--- config.mk ---
export PLATFORM = sky130hd
export DESIGN_NAME = sram_stream_reader_flat
export DESIGN_NICKNAME = d
export VERILOG_FILES = /design/src/rtl/sram_stream_reader_if.sv /design/src/rtl/sram_stream_reader.sv /design/src/flat_wrapper.sv
export SDC_FILE = /design/constraint.sdc
export NUM_CORES = 1
export LEC_CHECK = 0
export CAP_MARGIN = 20
export CORE_ASPECT_RATIO = 0.9
export CORE_MARGIN = 4
export CORE_UTILIZATION = 55
export CTS_BUF_LIST = sky130_fd_sc_hd__clkbuf_4 sky130_fd_sc_hd__clkbuf_8
export DETAILED_ROUTE_END_ITERATION = 6
export PLACE_DENSITY = 0.8
export SLEW_MARGIN = 20
export SYNTH_ARGS = -nofsm -noshare
export SYNTH_HDL_FRONTEND = slang
export SYNTH_SLANG_ARGS = --single-unit
--- constraint.sdc ---
create_clock -name clk -period 4.05 [get_ports clk]
set_clock_uncertainty 0.2 [all_clocks]
set_input_delay 0.405 -clock clk [delete_from_list [all_inputs] [get_ports clk]]
set_output_delay 0.405 -clock clk [all_outputs]
set_load 0.02 [all_outputs]
--- src/rtl/sram_stream_reader_if.sv ---
// Bus bundle for sram_stream_reader: control (start/busy/done), the
// Avalon-MM read port towards the SRAM, and the outgoing valid/ready stream.
//
// Handshake: a stream word transfers on a rising clk edge where
// st_valid & st_ready are both 1. Once raised, st_valid and st_data stay
// stable until that transfer happens. st_ready may change freely. The SRAM
// read uses no handshake: each cycle with chipselect=1 is one read, and
// readdata is valid exactly one cycle later.
interface sram_stream_reader_if #(
    parameter int ADDR_W = 16,
    parameter int DATA_W = 32
);
    logic              start;
    logic [ADDR_W-1:0] base_addr;
    logic [ADDR_W:0]   length;
    logic              busy;
    logic              done;
    logic [ADDR_W-1:0] address;
    logic              chipselect;
    logic              write;
    logic [DATA_W/8-1:0] byteenable;
    logic [DATA_W-1:0] readdata;
    logic [DATA_W-1:0] st_data;
    logic              st_valid;
    logic              st_ready;

    // The reader's own view of the bundle.
    modport master (
        input  start, base_addr, length, readdata, st_ready,
        output busy, done, address, chipselect, write, byteenable,
        output st_data, st_valid
    );

    // The environment's view: controller, SRAM port and stream sink.
    modport slave (
        output start, base_addr, length, readdata, st_ready,
        input  busy, done, address, chipselect, write, byteenable,
        input  st_data, st_valid
    );
endinterface

--- src/rtl/sram_stream_reader.sv ---
// Drains a contiguous block of SRAM words into a valid/ready stream.
// Reads issue at up to one per cycle. A small show-ahead FIFO absorbs the
// one-cycle read latency. Issue is gated by a credit check
// (fifo_count + inflight < FIFO_DEPTH), so every returning word has a slot.
module sram_stream_reader #(
    parameter int ADDR_W     = 16,
    parameter int DATA_W     = 32,
    parameter int FIFO_DEPTH = 4
) (
    input  logic                 clk,
    input  logic                 reset_n,
    sram_stream_reader_if.master bus,
    output logic [1:0]           dbg_state
);
    localparam int PW = $clog2(FIFO_DEPTH);
    localparam int CW = PW + 1;
    localparam logic [CW:0] DEPTH_C = (CW+1)'(FIFO_DEPTH);

    typedef enum logic [1:0] {
        S_IDLE  = 2'd0,
        S_RUN   = 2'd1,
        S_DRAIN = 2'd2
    } state_t;

    state_t            state_q, state_d;
    logic [ADDR_W-1:0] addr_q;
    logic [ADDR_W-1:0] last_addr_q;
    logic [ADDR_W:0]   issue_left_q;
    logic [ADDR_W:0]   recv_left_q;
    logic              inflight_q;
    logic              done_q;
    logic [DATA_W-1:0] fifo_mem [FIFO_DEPTH];
    logic [PW-1:0]     wr_ptr_q;
    logic [PW-1:0]     rd_ptr_q;
    logic [CW-1:0]     count_q;

    logic issue;
    logic push;
    logic pop;
    logic credit_ok;
    logic accept_start;
    logic zero_start;
    logic last_pop;

    // Next-state and per-cycle strobes. The credit check counts the read
    // still in flight, because its word lands in the FIFO next cycle.
    always_comb begin
        state_d      = state_q;
        issue        = 1'b0;
        accept_start = 1'b0;
        zero_start   = 1'b0;
        push         = inflight_q;
        pop          = (count_q != '0) && bus.st_ready;
        last_pop     = pop && (recv_left_q == (ADDR_W+1)'(1));
        credit_ok    = ({1'b0, count_q} + {{CW{1'b0}}, inflight_q}) < DEPTH_C;
        case (state_q)
            S_IDLE: begin
                if (bus.start) begin
                    if (bus.length != '0) begin
                        accept_start = 1'b1;
                        state_d      = S_RUN;
                    end else begin
                        zero_start = 1'b1;
                    end
                end
            end
            S_RUN: begin
                if ((issue_left_q != '0) && credit_ok) begin
                    issue = 1'b1;
                    if (issue_left_q == (ADDR_W+1)'(1)) begin
                        state_d = S_DRAIN;
                    end
                end
            end
            S_DRAIN: begin
                if (last_pop) begin
                    state_d = S_IDLE;
                end
            end
            default: state_d = S_IDLE;
        endcase
    end

    // State register.
    always_ff @(posedge clk or negedge reset_n) begin
        if (!reset_n) begin
            state_q <= S_IDLE;
        end else begin
            state_q <= state_d;
        end
    end

    // Address pointer and the issue/receive countdowns. Addresses wrap
    // naturally at 2^ADDR_W.
    always_ff @(posedge clk or negedge reset_n) begin
        if (!reset_n) begin
            addr_q       <= '0;
            last_addr_q  <= '0;
            issue_left_q <= '0;
            recv_left_q  <= '0;
            inflight_q   <= 1'b0;
            done_q       <= 1'b0;
        end else begin
            inflight_q <= issue;
            done_q     <= zero_start || last_pop;
            if (accept_start) begin
                addr_q       <= bus.base_addr;
                issue_left_q <= bus.length;
                recv_left_q  <= bus.length;
            end else begin
                if (issue) begin
                    addr_q       <= addr_q + 1'b1;
                    last_addr_q  <= addr_q;
                    issue_left_q <= issue_left_q - 1'b1;
                end
                if (pop) begin
                    recv_left_q <= recv_left_q - 1'b1;
                end
            end
        end
    end

    // FIFO pointers and occupancy. A reset empties the FIFO and drops the
    // read in flight.
    always_ff @(posedge clk or negedge reset_n) begin
        if (!reset_n) begin
            wr_ptr_q <= '0;
            rd_ptr_q <= '0;
            count_q  <= '0;
        end else begin
            if (push) wr_ptr_q <= wr_ptr_q + 1'b1;
            if (pop)  rd_ptr_q <= rd_ptr_q + 1'b1;
            case ({push, pop})
                2'b10:   count_q <= count_q + 1'b1;
                2'b01:   count_q <= count_q - 1'b1;
                default: count_q <= count_q;
            endcase
        end
    end

    // FIFO storage. It has no reset because an empty FIFO hides its contents.
    always_ff @(posedge clk) begin
        if (push) begin
            fifo_mem[wr_ptr_q] <= bus.readdata;
        end
    end

    assign bus.busy       = (state_q != S_IDLE);
    assign bus.done       = done_q;
    assign bus.chipselect = issue;
    assign bus.address    = issue ? addr_q : last_addr_q;
    assign bus.write      = 1'b0;
    assign bus.byteenable = '1;
    assign bus.st_valid   = (count_q != '0);
    assign bus.st_data    = (count_q != '0) ? fifo_mem[rd_ptr_q] : '0;
    assign dbg_state      = state_q;

endmodule

--- src/flat_wrapper.sv ---
// flat-port wrapper written by rule: the top's interface ports become plain ports
module sram_stream_reader_flat 
#(
    parameter int ADDR_W     = 16,
    parameter int DATA_W     = 32,
    parameter int FIFO_DEPTH = 4
)
  (clk, reset_n, dbg_state, bus_start, bus_base_addr, bus_length, bus_readdata, bus_st_ready, bus_busy, bus_done, bus_address, bus_chipselect, bus_write, bus_byteenable, bus_st_data, bus_st_valid);
  sram_stream_reader_if #(.ADDR_W(ADDR_W), .DATA_W(DATA_W)) bus_i ();
  input  logic clk;
  input  logic reset_n;
  output logic [1:0] dbg_state;
  input wire logic [$bits(bus_i.start)-1:0] bus_start;
  input wire logic [$bits(bus_i.base_addr)-1:0] bus_base_addr;
  input wire logic [$bits(bus_i.length)-1:0] bus_length;
  input wire logic [$bits(bus_i.readdata)-1:0] bus_readdata;
  input wire logic [$bits(bus_i.st_ready)-1:0] bus_st_ready;
  output wire logic [$bits(bus_i.busy)-1:0] bus_busy;
  output wire logic [$bits(bus_i.done)-1:0] bus_done;
  output wire logic [$bits(bus_i.address)-1:0] bus_address;
  output wire logic [$bits(bus_i.chipselect)-1:0] bus_chipselect;
  output wire logic [$bits(bus_i.write)-1:0] bus_write;
  output wire logic [$bits(bus_i.byteenable)-1:0] bus_byteenable;
  output wire logic [$bits(bus_i.st_data)-1:0] bus_st_data;
  output wire logic [$bits(bus_i.st_valid)-1:0] bus_st_valid;
  assign bus_i.start = bus_start;
  assign bus_i.base_addr = bus_base_addr;
  assign bus_i.length = bus_length;
  assign bus_i.readdata = bus_readdata;
  assign bus_i.st_ready = bus_st_ready;
  assign bus_busy = bus_i.busy;
  assign bus_done = bus_i.done;
  assign bus_address = bus_i.address;
  assign bus_chipselect = bus_i.chipselect;
  assign bus_write = bus_i.write;
  assign bus_byteenable = bus_i.byteenable;
  assign bus_st_data = bus_i.st_data;
  assign bus_st_valid = bus_i.st_valid;
  sram_stream_reader #(.ADDR_W(ADDR_W), .DATA_W(DATA_W), .FIFO_DEPTH(FIFO_DEPTH)) u_core (.clk(clk), .reset_n(reset_n), .bus(bus_i), .dbg_state(dbg_state));
endmodule
==> metrics.txt <==
worst-skew pair later-pin latency=0.52 ns; Unique masters post-synth=60; Max Transition Viols Final=0; ys async rst share=0.376; DIE WIDTH=143 um; Final Instance Area=11100 um^2; Routed Antenna Nets=0; largest net degree at the start of global routing=78; register area=5770 um^2; GRT Total Usage=0.224; startpoint types=flip-flop; sequential-to-total area share from yosys stat=0.638; Crit path arrival time=3.10 ns; DRC Markers=0; CTS tree=yes; grt met2 use=0.367; busiest grt layer=met2; GP Congestion=0.883; M1 GR Usage=0.306; fill count=1085; P per Cell Area=804 nW/um^2; CP Buf/Inv Count=3; Initial Util=0.561; CP max stage cell=clkdlybuf4s50_1; clock period minus worst slack=3.70 ns; Leakage=0.00412 uW; H-Tree Depth=2; maximum vdd drop=0.000544 V; placeable core area=16100 um^2; Synth area leaders=edfxtp_1 42%, dfrtp_1 21%, mux4_2 8.0%; area grow syn2layout=23.2%; Max Buffers Root-to-Sink=3; Diodes inserted=0; final core area utilization=0.691; initial drt markers=519; TritonCTS Sinks=205; CP max FO=46; EDFF count, synth=128; dominant synthesized flop cell=edfxtp_1; RSZ-0062 raised after global routing=false; post-route setup TNS=0 ns; Max-slew headroom=0.331; post-synthesis average cell area=13.4 um^2; wire per inst=19.2 um; GRT overflow=0; antenna violations before repair=0; Final period util=0.914; first-pass GRT wire length=32.6 mm; WHS=0.254 ns; Hold Crit Class=input pin to flip-flop; Design Power=8960 uW; Post-synth top cells=128 x edfxtp_1, 92 x nand2_1, 77 x dfrtp_1, 37 x nor2b_1, 32 x mux4_2; CP cell instances=inv_1 -> ha_1 -> nor4b_2 -> nand4_2 -> nand2_2 -> buf_6 -> nand2_1 -> nand2_1 -> clkdlybuf4s50_1; Root Driver=clkbuf_8; WS Path Type=flip-flop to output port; most numerous cell in the Yosys netlist=edfxtp_1; Clock transition at path regs=0.06 ns; drt pass-1 iters=4; Setup crit end kind=output port; Num CTS Buffers=35; Critical Path RT=3.44 ns; worst reg2reg setup slack=1.40 ns; DR vias=6086; Synth warnings=0; via-per-instance ratio=5.86; area occupied by multi-input gates=3070 um^2; Die Span Y=130 um; final hold vios=0; Worst path max stage delay=0.62 ns; Max Clk Rate=0.270 GHz; die area=18600 um^2; routing usage on met3=0.0469; Worst path top cell family by delay=buffers and inverters; Slew @ Worst Pin=1.00 ns; placed standard-cell area=10500 um^2; total I/O pin count=128; final setup vio count=0; max-capacitance violation count=0; status=completed; vias in the first global route=6396; Nets=892; layout cells sized above 1=0.142; final WL=20.0 mm; # Post-CTS Setup Buffers=0; Buffers on Ports=122; hpwl dp=13.5 mm; Synth Instances=674; synthesized cell area=9050 um^2; top cell type by total area after synthesis=edfxtp_1; CP dominant cell by count=nand2_1; top-area cell type share of the netlist area=0.425; #FFs+latches synth=205; FP Rows=44
## kinds of logic after synthesis
logic type	synth area share
buffers and inverters	0.0281
adder cells (fa/ha/maj)	0.0174
AO/OA/AOI/OAI	0.0593
AND/OR/NAND/NOR	0.146
XOR/XNOR	0.0290
other	0.000830
multiplexers	0.0813
flip-flops	0.638
## path summary, 6_finish.rpt
check,depth (start not counted),from,to
setup / recovery,9,u_core.issue_left_q[0],bus_address[15]
hold / removal,3,bus_base_addr[0],u_core.addr_q[0]
setup reg to reg,6,u_core.count_q[0],u_core.addr_q[13]
hold reg to reg,2,u_core.last_addr_q[7],u_core.last_addr_q[7]
max in group asynchronous,2,reset_n,u_core.rd_ptr_q[0]
min in group asynchronous,2,reset_n,u_core.last_addr_q[12]
## power breakdown
part	internal, uW	switching, uW	leakage [uW]
Clock	944	804	0.000348
Combinational	1760	2030	0.00169
Sequential	2930	496	0.00208
Total	5640	3330	0.00412
## sequential cells by signal (all words and copies together), names as in the netlist
| register | cells |
|---|---|
| u_core.fifo_mem | 128 |
| u_core.issue_left_q | 17 |
| u_core.recv_left_q | 17 |
| u_core.addr_q | 16 |
| u_core.last_addr_q | 16 |
| u_core.count_q | 3 |
| u_core.dbg_state | 2 |
| u_core.rd_ptr_q | 2 |
| u_core.wr_ptr_q | 2 |
| u_core.bus.done | 1 |
| u_core.inflight_q | 1 |
## per-stage QoR
stage / setup WS, ns / instances
after floorplan: 1.40 / 677
after global placement: 0.804 / 980
after detailed placement: 0.675 / 980
after CTS: 0.0806 / 1039
after global routing: 0.0451 / 1039
final: 0.349 / 1039
## final cells by class
cell class                 count  area share
clock inverter                12     0.00629
sequential                   205       0.518
tap                          207      0.0232
timing repair buffer         135       0.120
multi-input combinational    417       0.275
clock buffer                  46      0.0523
inverter                      17     0.00572
## placed cells by master (no fill, tap or decap), drive strengths merged, types with 13 or more instances in the layout
cell type,instances
inv,19
buf,13
o21ai,30
xor2,13
nand2,93
clkbuf,46
nor2,20
dfrtp,77
xnor2,17
nand4,13
mux4,32
a21oi,13
edfxtp,128
nor2b,37
nand3,24
nor3,22
clkdlybuf4s50,121
## worst register-to-register path, cell delays in order (launching register included)
cell	delay (ns)
dfrtp_1	0.48
a31oi_2	0.40
and2_1	0.33
nand2_2	0.10
inv_2	0.40
mux2_4	0.34
a211o_1	0.29
## layer usage
layer / vias up / wire [um]
met1: 3052 / 8400
li1: 2775 / -
met2: 233 / 9810
met4: 0 / 283
met5: - / 0
met3: 26 / 1500
## what timing repair did
| item | 4_1_cts | 5_1_grt |
|---|---|---|
| hold buffers | 1 | 0 |
| hold endpoints to repair | 77 | 0 |
| endpoints found under the setup margin | 0 | 16 |
| resized for setup | 0 | 4 |
Power figures use the tool's default switching activity.
